File: config.mk
export PLATFORM = sky130hd
export DESIGN_NAME = regfile_wb_arbiter
export DESIGN_NICKNAME = d
export VERILOG_FILES = /design/src/rtl/rv_pkg.sv /design/src/rtl/wb_prio_starve.sv /design/src/rtl/regfile_wb_arbiter.sv
export SDC_FILE = /design/constraint.sdc
export NUM_CORES = 1
export LEC_CHECK = 0
export BUFFER_PORTS_ARGS = -buffer_cell sky130_fd_sc_hd__buf_2
export CORE_MARGIN = 4
export CORE_UTILIZATION = 47
export DETAILED_ROUTE_END_ITERATION = 8
export GPL_ROUTABILITY_DRIVEN = 0
export HOLD_SLACK_MARGIN = 0.1
export PLACE_DENSITY = 0.87
export SKIP_LAST_GASP = 1
export SLEW_MARGIN = 10
export SYNTH_ARGS = -nofsm -noshare
export SYNTH_HDL_FRONTEND = slang
export SYNTH_SLANG_ARGS = --single-unit
File: constraint.sdc
create_clock -name clock -period 5.2 [get_ports clock]
set_input_delay 0.26 -clock clock [delete_from_list [all_inputs] [get_ports clock]]
set_output_delay 0.26 -clock clock [all_outputs]
set_load 0.01 [all_outputs]
File: src/rtl/rv_pkg.sv
// Shared writeback types: register-file geometry, request bundle, source ids
// and the starvation-guard state encoding.
package rv_pkg;

    localparam int REG_ADDR_W = 5;
    localparam int XLEN       = 32;

    typedef struct packed {
        logic [REG_ADDR_W-1:0] rd;
        logic [XLEN-1:0]       data;
    } wb_req_t;

    typedef enum logic [0:0] {
        WB_SRC_EX  = 1'b0,
        WB_SRC_MEM = 1'b1
    } wb_src_e;

    typedef enum logic {
        FAVOR_MEM = 1'b0,
        FORCE_EX  = 1'b1
    } starve_state_e;

endpackage

File: src/rtl/wb_prio_starve.sv
// Fixed-priority (memory first) writeback grant with a starvation guard that
// forces the execute source through after STARVE_LIMIT consecutive refusals.
module wb_prio_starve
    import rv_pkg::*;
#(
    parameter int STARVE_LIMIT = 3
) (
    input  logic       clock,
    input  logic       reset,
    input  logic       ex_valid,
    input  logic       mem_valid,
    output logic [1:0] grant
);

    localparam int CNT_W = (STARVE_LIMIT > 0) ? $clog2(STARVE_LIMIT + 1) : 1;
    localparam logic [CNT_W-1:0] LIMIT_C = CNT_W'(STARVE_LIMIT);

    starve_state_e    state_q, state_d;
    logic [CNT_W-1:0] starve_cnt_q, starve_cnt_d;
    logic             ex_gnt, mem_gnt;

    // Grant decision: memory wins a conflict unless execute is being forced; nothing while in reset
    always_comb begin
        ex_gnt  = 1'b0;
        mem_gnt = 1'b0;
        if (!reset) begin
            if (ex_valid && mem_valid) begin
                ex_gnt  = (state_q == FORCE_EX);
                mem_gnt = (state_q != FORCE_EX);
            end else begin
                ex_gnt  = ex_valid;
                mem_gnt = mem_valid;
            end
        end
        grant                  = '0;
        grant[int'(WB_SRC_EX)]  = ex_gnt;
        grant[int'(WB_SRC_MEM)] = mem_gnt;
    end

    // Refusal counter and guard state: FORCE_EX exactly when the counter sits at the limit
    always_comb begin
        starve_cnt_d = starve_cnt_q;
        if (!ex_valid || ex_gnt) begin
            starve_cnt_d = '0;
        end else if (starve_cnt_q != LIMIT_C) begin
            starve_cnt_d = starve_cnt_q + 1'b1;
        end
        state_d = (starve_cnt_d == LIMIT_C) ? FORCE_EX : FAVOR_MEM;
    end

    // State register
    always_ff @(posedge clock) begin
        if (reset) begin
            state_q      <= FAVOR_MEM;
            starve_cnt_q <= '0;
        end else begin
            state_q      <= state_d;
            starve_cnt_q <= starve_cnt_d;
        end
    end

endmodule

File: src/rtl/regfile_wb_arbiter.sv
// Arbitrates the register file's single write port between execute and
// memory writeback, with one registered output stage and a conflict counter.
module regfile_wb_arbiter
    import rv_pkg::*;
#(
    parameter int STARVE_LIMIT = 3,
    parameter int PERF_W       = 16
) (
    input  logic                  clock,
    input  logic                  reset,
    input  logic                  ex_valid,
    input  logic [REG_ADDR_W-1:0] ex_rd,
    input  logic [XLEN-1:0]       ex_data,
    output logic                  ex_ready,
    input  logic                  mem_valid,
    input  logic [REG_ADDR_W-1:0] mem_rd,
    input  logic [XLEN-1:0]       mem_data,
    output logic                  mem_ready,
    output logic [REG_ADDR_W-1:0] wb_rd,
    output logic [XLEN-1:0]       wb_data,
    output logic                  wb_reg_write,
    output logic [PERF_W-1:0]     conflict_count
);

    logic [1:0]            grant;
    wb_req_t               sel_req;
    logic                  transfer;
    logic [REG_ADDR_W-1:0] wb_rd_q, wb_rd_d;
    logic [XLEN-1:0]       wb_data_q, wb_data_d;
    logic                  wb_reg_write_q, wb_reg_write_d;
    logic [PERF_W-1:0]     conflict_count_q, conflict_count_d;

    wb_prio_starve #(
        .STARVE_LIMIT(STARVE_LIMIT)
    ) u_prio (
        .clock    (clock),
        .reset    (reset),
        .ex_valid (ex_valid),
        .mem_valid(mem_valid),
        .grant    (grant)
    );

    assign ex_ready  = grant[int'(WB_SRC_EX)];
    assign mem_ready = grant[int'(WB_SRC_MEM)];

    // Mux the granted request into the output stage; x0 writes are accepted but never enabled
    always_comb begin
        sel_req.rd   = mem_rd;
        sel_req.data = mem_data;
        if (grant[int'(WB_SRC_EX)]) begin
            sel_req.rd   = ex_rd;
            sel_req.data = ex_data;
        end
        transfer       = |grant;
        wb_rd_d        = wb_rd_q;
        wb_data_d      = wb_data_q;
        wb_reg_write_d = 1'b0;
        if (transfer) begin
            wb_rd_d        = sel_req.rd;
            wb_data_d      = sel_req.data;
            wb_reg_write_d = (sel_req.rd != '0);
        end
    end

    // Saturating count of cycles where both sources competed
    always_comb begin
        conflict_count_d = conflict_count_q;
        if (ex_valid && mem_valid && (conflict_count_q != '1)) begin
            conflict_count_d = conflict_count_q + 1'b1;
        end
    end

    // Output stage and perf counter registers; reset drops any pending write
    always_ff @(posedge clock) begin
        if (reset) begin
            wb_rd_q          <= '0;
            wb_data_q        <= '0;
            wb_reg_write_q   <= 1'b0;
            conflict_count_q <= '0;
        end else begin
            wb_rd_q          <= wb_rd_d;
            wb_data_q        <= wb_data_d;
            wb_reg_write_q   <= wb_reg_write_d;
            conflict_count_q <= conflict_count_d;
        end
    end

    assign wb_rd          = wb_rd_q;
    assign wb_data        = wb_data_q;
    assign wb_reg_write   = wb_reg_write_q;
    assign conflict_count = conflict_count_q;

endmodule

==> out/qor.txt, run 1 <==
commonest non-fill, non-tap cell in the layout - buf_2
Max IR drop VDD - 180 uV
Clock Sinks - 57
# Post-CTS Setup Buffers - 0
n_diodes - 0
post-synthesis mux area share - 0.0302
kind of end point of the critical path - output port
drt pass-1 iters - 7
Area growth syn-to-layout - 35.8%
R2R Setup Slk - 3.26 ns
max_cap viols - 0
met1 usage - 0.246
reg2reg end - conflict_count[14]$_SDFFE_PP0P_
Yosys warnings - 0
share of layout cells above drive strength 1 - 0.418
most frequent cells in the layout - buf_2 (133), dfxtp_1 (57), nor2_1 (48)
Slew @ Worst Pin - 1.16 ns
H-tree levels - 3
I/O pin count - 134
synth unique cells - 44
GR Overflow Total - 0
hold path depth - 3
via/cell ratio - 5.72
Hold Path Class - in -> reg
Reg clk slew, reported paths - 0.05 ns
pwr dens - 286 mW/mm^2
grt met2 use - 0.345
fillers - 385
Initial Util - 0.493
r2r startpoint - conflict_count[0]$_SDFFE_PP0P_
FF-to-FF path depth - 5
worst-path maximum fanout - 58
CTS Buffer Depth - 2
asr flop ratio synth - 0
Hold Crit Endpoint - wb_data[31]$_SDFFE_PP0P_
hold buffers post-CTS - 0
leak pwr - 1.49 nW
highest clock rate - 399 MHz
row cnt - 25
EDFF count, synth - 0
TritonCTS clock tree - done
Final ANT Viol Nets - 0
Mapped Avg Cell Area - 9.56 um^2
vias in the first global route - 2298
RSZ-0062 raised after global routing - false
period utilization - 0.482
clk_lat worst skew - 0.32 ns
root buf cell - clkbuf_8
count of final setup violators - 0
skew final - 0.00294 ns
top_reg_cell synth - dfxtp_1
Die Area - 0.00622 mm^2
DP Wirelength - 4910 um
final worst path period need - 2.51 ns
core area - 0.00479 mm^2
largest family of logic cells by synthesized area - compound AO/OA/AOI/OAI gates
Slew HR - 0.224
Mapped Cells - 247
final instance area - 0.00321 mm^2
Post-CTS Resized - 0
Worst Setup Start Kind - primary input
DIE WIDTH - 78.9 um
Post-Synth Simple-Gate Area - 0.203
hold_sp - mem_data[31]
setup TNS - 0 ns
adder-cell share of the synthesized area - 0.00530
Tot Pwr - 918 uW
largest net degree at the start of global routing - 59
Mapped Area - 0.00236 mm^2
IO buf count - 133
Cell Area, Placed - 0.00306 mm^2
post-synthesis compound-gate area fraction - 0.234
GRT Max-Usage Layer - met2
total CTS buffers - 9
part of the Yosys area used for sequential elements - 0.483
first-pass GRT wire length - 10200 um
status - finished, final reports clean
required time worst endpoint - 4.94 ns
Syn Nets - 326
WL final - 6690 um
Final Max Slew Viols - 0
GRT Total Usage - 0.209
worst setup path class - in -> out
final net count - 453
Iteration-0 DRC Markers - 240
Avg WL per Cell - 15.1 um
XOR/XNOR Fraction of Synth Area - 0.00742
initial antenna violation count - 0
Global Route met3 Usage - 0.0454
Seq cells post-synth - 57
vias - 2532
Hold Vio Cnt, Final - 0
Die Ht - 78.9 um
drt drc - 0
crit path DAT - 2.25 ns
==> sequential cells by signal, summed over array words and instances, names as in the netlist <==
signal / count
wb_rd: 5
wb_data: 32
u_prio.starve_cnt_q: 2
conflict_count: 16
wb_reg_write: 1
u_prio.state_q: 1
==> routing by layer <==
metal	wire length, um	up-vias	share of wire
li1	-	1230	-
met1	2740	1150	0.41
met2	3150	140	0.47
met3	657	12	0.098
met4	141	0	0.021
met5	0	-	0
==> critical path: stages <==
cell    delay, ns
buf_2        0.41
inv_1        0.29
and3_1       0.97
buf_2        0.29
==> cell usage after synthesis (2+ instances only) <==
| library cell | count | area (um^2) |
|---|---|---|
| dfxtp_1 | 57 | 1140 |
| nor2_1 | 48 | 180 |
| a222oi_1 | 32 | 320 |
| clkbuf_1 | 17 | 63.8 |
| nand3_1 | 8 | 40.0 |
| a21oi_1 | 6 | 30.0 |
| mux2i_1 | 6 | 60.1 |
| o21ai_0 | 6 | 30.0 |
| or3_1 | 6 | 37.5 |
| a211oi_1 | 5 | 37.5 |
| nor4_1 | 5 | 31.3 |
| inv_1 | 4 | 15.0 |
| nor3_1 | 4 | 20.0 |
| and3_1 | 3 | 18.8 |
| nand2_1 | 3 | 11.3 |
| nand4_1 | 3 | 18.8 |
| a2111oi_0 | 2 | 17.5 |
| a31oi_1 | 2 | 12.5 |
| nand4_2 | 2 | 25.0 |
| o311ai_0 | 2 | 17.5 |
| or4_1 | 2 | 15.0 |
| xor2_1 | 2 | 17.5 |
==> cells by family (layout without fill, tap and decap cells) <==
kind of cell | count (synthesis) | count (layout)
buffers and inverters | 23 | 152
xor gates and xnor gates | 2 | 2
adders and majority gates | 1 | 1
muxes | 7 | 7
AOI/OAI and AO/OA | 63 | 63
DFF | 57 | 57
and+or+nand+nor | 94 | 94
==> metrics by stage <==
| step | hold WS [ns] | utilization | setup slack [ns] | instances |
|---|---|---|---|---|
| after floorplan | 0.430 | - | 3.34 | 247 |
| after global placement | 0.441 | 0.639 | 2.65 | 430 |
| after detailed placement | 0.450 | 0.639 | 2.54 | 430 |
| after CTS | 0.183 | 0.670 | 2.72 | 443 |
| after global routing | 0.191 | 0.670 | 2.52 | 443 |
| final | 0.194 | 0.670 | 2.69 | 443 |
==> worst max-delay path by stage <==
stage,end,startpoint,cells after the start
after global routing,mem_ready,reset,4
after floorplan,conflict_count[14]$_SDFFE_PP0P_,conflict_count[0]$_SDFFE_PP0P_,5
after global placement,wb_data[16]$_SDFFE_PP0P_,reset,6
after detailed placement,wb_data[1]$_SDFFE_PP0P_,reset,6
after CTS,mem_ready,reset,4
final,mem_ready,reset,4
==> layout make-up <==
| cell class | instances | area, um^2 | area share |
|---|---|---|---|
| Multi-Input combinational cell | 167 | 1140 | 0.354 |
| Inverter | 4 | 15.0 | 0.00468 |
| Clock buffer | 12 | 145 | 0.0453 |
| Sequential cell | 57 | 1140 | 0.356 |
| Timing Repair Buffer | 135 | 681 | 0.212 |
| Tap cell | 67 | 83.8 | 0.0261 |
| Clock inverter | 1 | 5.00 | 0.00156 |
==> report_power, final <==
part	internal (mW)	total [mW]	switching, mW
clock network	0.177	0.326	0.149
logic	0.0584	0.123	0.0650
registers	0.457	0.469	0.0117
total	0.693	0.918	0.225
(Power assumes the default switching activity.)
==> inputs of run 2 (changes only) <==
--- a/config.mk
+++ b/config.mk
@@ -7,11 +7,11 @@
 export LEC_CHECK = 0
 export BUFFER_PORTS_ARGS = -buffer_cell sky130_fd_sc_hd__buf_2
 export CORE_MARGIN = 4
-export CORE_UTILIZATION = 47
+export CORE_UTILIZATION = 44
 export DETAILED_ROUTE_END_ITERATION = 8
 export GPL_ROUTABILITY_DRIVEN = 0
 export HOLD_SLACK_MARGIN = 0.1
-export PLACE_DENSITY = 0.87
+export PLACE_DENSITY = 0.82
 export SKIP_LAST_GASP = 1
 export SLEW_MARGIN = 10
 export SYNTH_ARGS = -nofsm -noshare
==> constraint.sdc (replaced) <==
create_clock -name clock -period 2.4 [get_ports clock]
set_input_delay 0.12 -clock clock [delete_from_list [all_inputs] [get_ports clock]]
set_output_delay 0.12 -clock clock [all_outputs]
set_load 0.01 [all_outputs]
==> run 2 against run 1 <==
Compared with the run above:
- count of clock-buffer cells in the layout fell by 1
- sequential share of layout area fell by 6.2 points
- via count rose by 16%
- cell count rose by 16%
- total power rose by 140%
- non-clock buffer count rose by 65
- first-iteration DRC count rose by 59%
- flip-flop and latch count did not move
- register-to-register slack got worse by 3.2 ns
- critical path type is now reg -> reg
- critical endpoint is now wb_data[22]$_SDFFE_PP0P_
==> out/qor.txt, run 2 (synthesized netlist as in run 1, its figures left out) <==
highest clock rate - 432 MHz
fillers - 377 (-2.1%)
drt pass-1 iters - 6 (-1)
required time worst endpoint - 2.58 ns (-2.36 ns)
clk_lat worst skew - 0.33 ns (about the same)
Seq pwr share - 0.469 (-0.042)
Slew @ Worst Pin - 0.673 ns (-0.491 ns)
initial antenna violation count - 0 (unchanged)
final core occ - 0.756 (+0.0855)
Comb pwr share - 0.184 (+0.050)
via/cell ratio - 5.73 (+0.17%)
n_diodes - 0 (unchanged)
most frequent cells in the layout - buf_2 (133), dlygate4sd3_1 (64), dfxtp_1 (57)
count of non-filler cells in the finished layout - 513 (+16%)
largest net degree at the start of global routing - 58 (-1.7%)
drt drc - 0 (unchanged)
clock share of power - 0.346 (-0.009)
max reg flops - 32 (unchanged)
root buf cell - clkbuf_8
Hold Vio Cnt, Final - 0 (unchanged)
WL final - 8840 um (+32%)
Switching Share - 0.261 (+0.0157)
# Post-CTS Setup Buffers - 0 (unchanged)
Worst path slowest cell - dlygate4sd3_1
row cnt - 26 (+4.0%)
crit path DAT - 2.50 ns (+0.25 ns)
vias - 2937 (+16%)
vias in the first global route - 2820 (+23%)
I/O pin count - 134 (unchanged)
Initial Util - 0.459 (-0.0340)
Reg area - 0.00114 mm^2 (unchanged)
kind of end point of the critical path - flip-flop
Final ANT Viol Nets - 0 (unchanged)
Max IR drop VDD - 394 uV (+120%)
status - finished, final reports clean
TritonCTS clock tree - done
pwr dens - 558 mW/mm^2 (+95%)
Die Area - 0.00660 mm^2 (+6.1%)
Worst Setup Start Kind - flip-flop
final net count - 518 (+14%)
Placed Cells - 434 (+0.93%)
leak pwr - 1.73 nW (+16%)
IO buf count - 133 (unchanged)
H-tree levels - 3 (unchanged)
max_cap viols - 0 (unchanged)
Clock Sinks - 57 (unchanged)
final worst path period need - 2.31 ns
Tot Pwr - 2.17 mW (+140%)
DIE WIDTH - 81.3 um (+3.0%)
skew final - 0.0102 ns (+0.00730 ns)
Final Max Slew Viols - 0 (unchanged)
total CTS buffers - 9 (unchanged)
Internal - 1.60 mW (+130%)
worst setup path class - reg -> reg
Hold Path Class - in -> reg
core area - 0.00514 mm^2 (+7.4%)
period utilization - 0.964
first-pass GRT wire length - 13600 um (+33%)
Area growth syn-to-layout - 64.5%
area of the multi-input gates - 0.00114 mm^2 (+0.11%)
Iteration-0 DRC Markers - 382 (+59%)
CTS Buffer Depth - 2 (unchanged)
CP peak stage delay - 0.61 ns (-0.36 ns)
Cell Area, Placed - 0.00308 mm^2 (+0.78%)
GRT Total Usage - 0.270 (+0.0615)
commonest non-fill, non-tap cell in the layout - buf_2
worst-path maximum fanout - 31 (-47%)
crit-path cells - nand2b_1 -> and3_1 -> buf_12 -> a222oi_1 -> dlygate4sd3_1 -> nor2_1
family with the most delay on the worst path - buffers and inverters
GR Overflow Total - 0 (unchanged)
share of layout cells above drive strength 1 - 0.366 (-0.0519)
RSZ-0062 raised after global routing - false
final instance area - 0.00388 mm^2 (+21%)
DP Wirelength - 4980 um (+1.4%)
count of final setup violators - 0 (unchanged)
P_sw - 566 uW (+150%)
Avg WL per Cell - 17.2 um (+14%)
Reg clk slew, reported paths - 0.07 ns (+0.02 ns)
Slew HR - 0.551 (+0.327)
Die Ht - 81.3 um (+3.0%)
setup TNS - 0 ns (unchanged)
worst path bufs/invs - 2 (-1)
[run 2: what timing repair did]
action                                 4_1_cts  5_1_grt
resized for setup                            0        0
endpoints found under the hold margin       32        0
hold buffers                                64        0
setup endpoints to repair                    0        0
[run 2: final timing paths]
check	startpoint	to	slack (ns)	depth (start not counted)
worst max-delay path	u_prio.state_q$_SDFF_PP0_	wb_data[22]$_SDFFE_PP0P_	0.09	6
worst max register to register	u_prio.state_q$_SDFF_PP0_	wb_data[22]$_SDFFE_PP0P_	0.09	6
worst min-delay path	mem_rd[4]	wb_reg_write$_SDFF_PP0_	0.11	3
worst min register to register	u_prio.starve_cnt_q[0]$_SDFF_PP0_	u_prio.starve_cnt_q[0]$_SDFF_PP0_	0.47	1
[run 2: layer usage]
| metal | global-route usage | vias to the layer above | wire [um] |
|---|---|---|---|
| met1 | 0.320 | 1363 | 3370 |
| li1 | - | 1360 | - |
| met3 | 0.0676 | 30 | 810 |
| met5 | 0 | - | 0 |
| met4 | 0.123 | 0 | 258 |
| met2 | 0.458 | 184 | 4400 |
[run 2: cell type report]
type,count,share of cell area
clock buffer,11,0.0364
clock inverter,4,0.00515
inverter,4,0.00387
multi-input combinational,167,0.293
sequential,57,0.294
tap,70,0.0226
timing repair buffer,200,0.345
[run 2: per-stage QoR]
step / hold WS [ns] / worst slack (ns)
CTS: 0.112 / 0.0871
finish: 0.109 / 0.0861
global route: 0.121 / 0.0379
floorplan: 0.290 / 0.544
detailed placement: 0.385 / 0.485
global placement: 0.376 / 0.541
[run 2: worst reg2reg max path, delay by kind of cell, from the launching register on]
family                 cells  cell delay [ns]
AO/OA/AOI/OAI              1             0.45
buffers and inverters      2             0.86
flip-flops                 1             0.34
AND/OR/NAND/NOR            3             0.54
[run 2: power groups by stage]
stage | clock (mW) | sequential, mW | combinational (mW)
2_1_floorplan | 0 | 1.05 | 0.115
3_3_place_gp | 0 | 1.03 | 0.266
3_5_place_dp | 0 | 1.03 | 0.270
4_1_cts | 0.758 | 1.01 | 0.378
5_1_grt | 0.813 | 1.02 | 0.428
6_report | 0.751 | 1.02 | 0.399
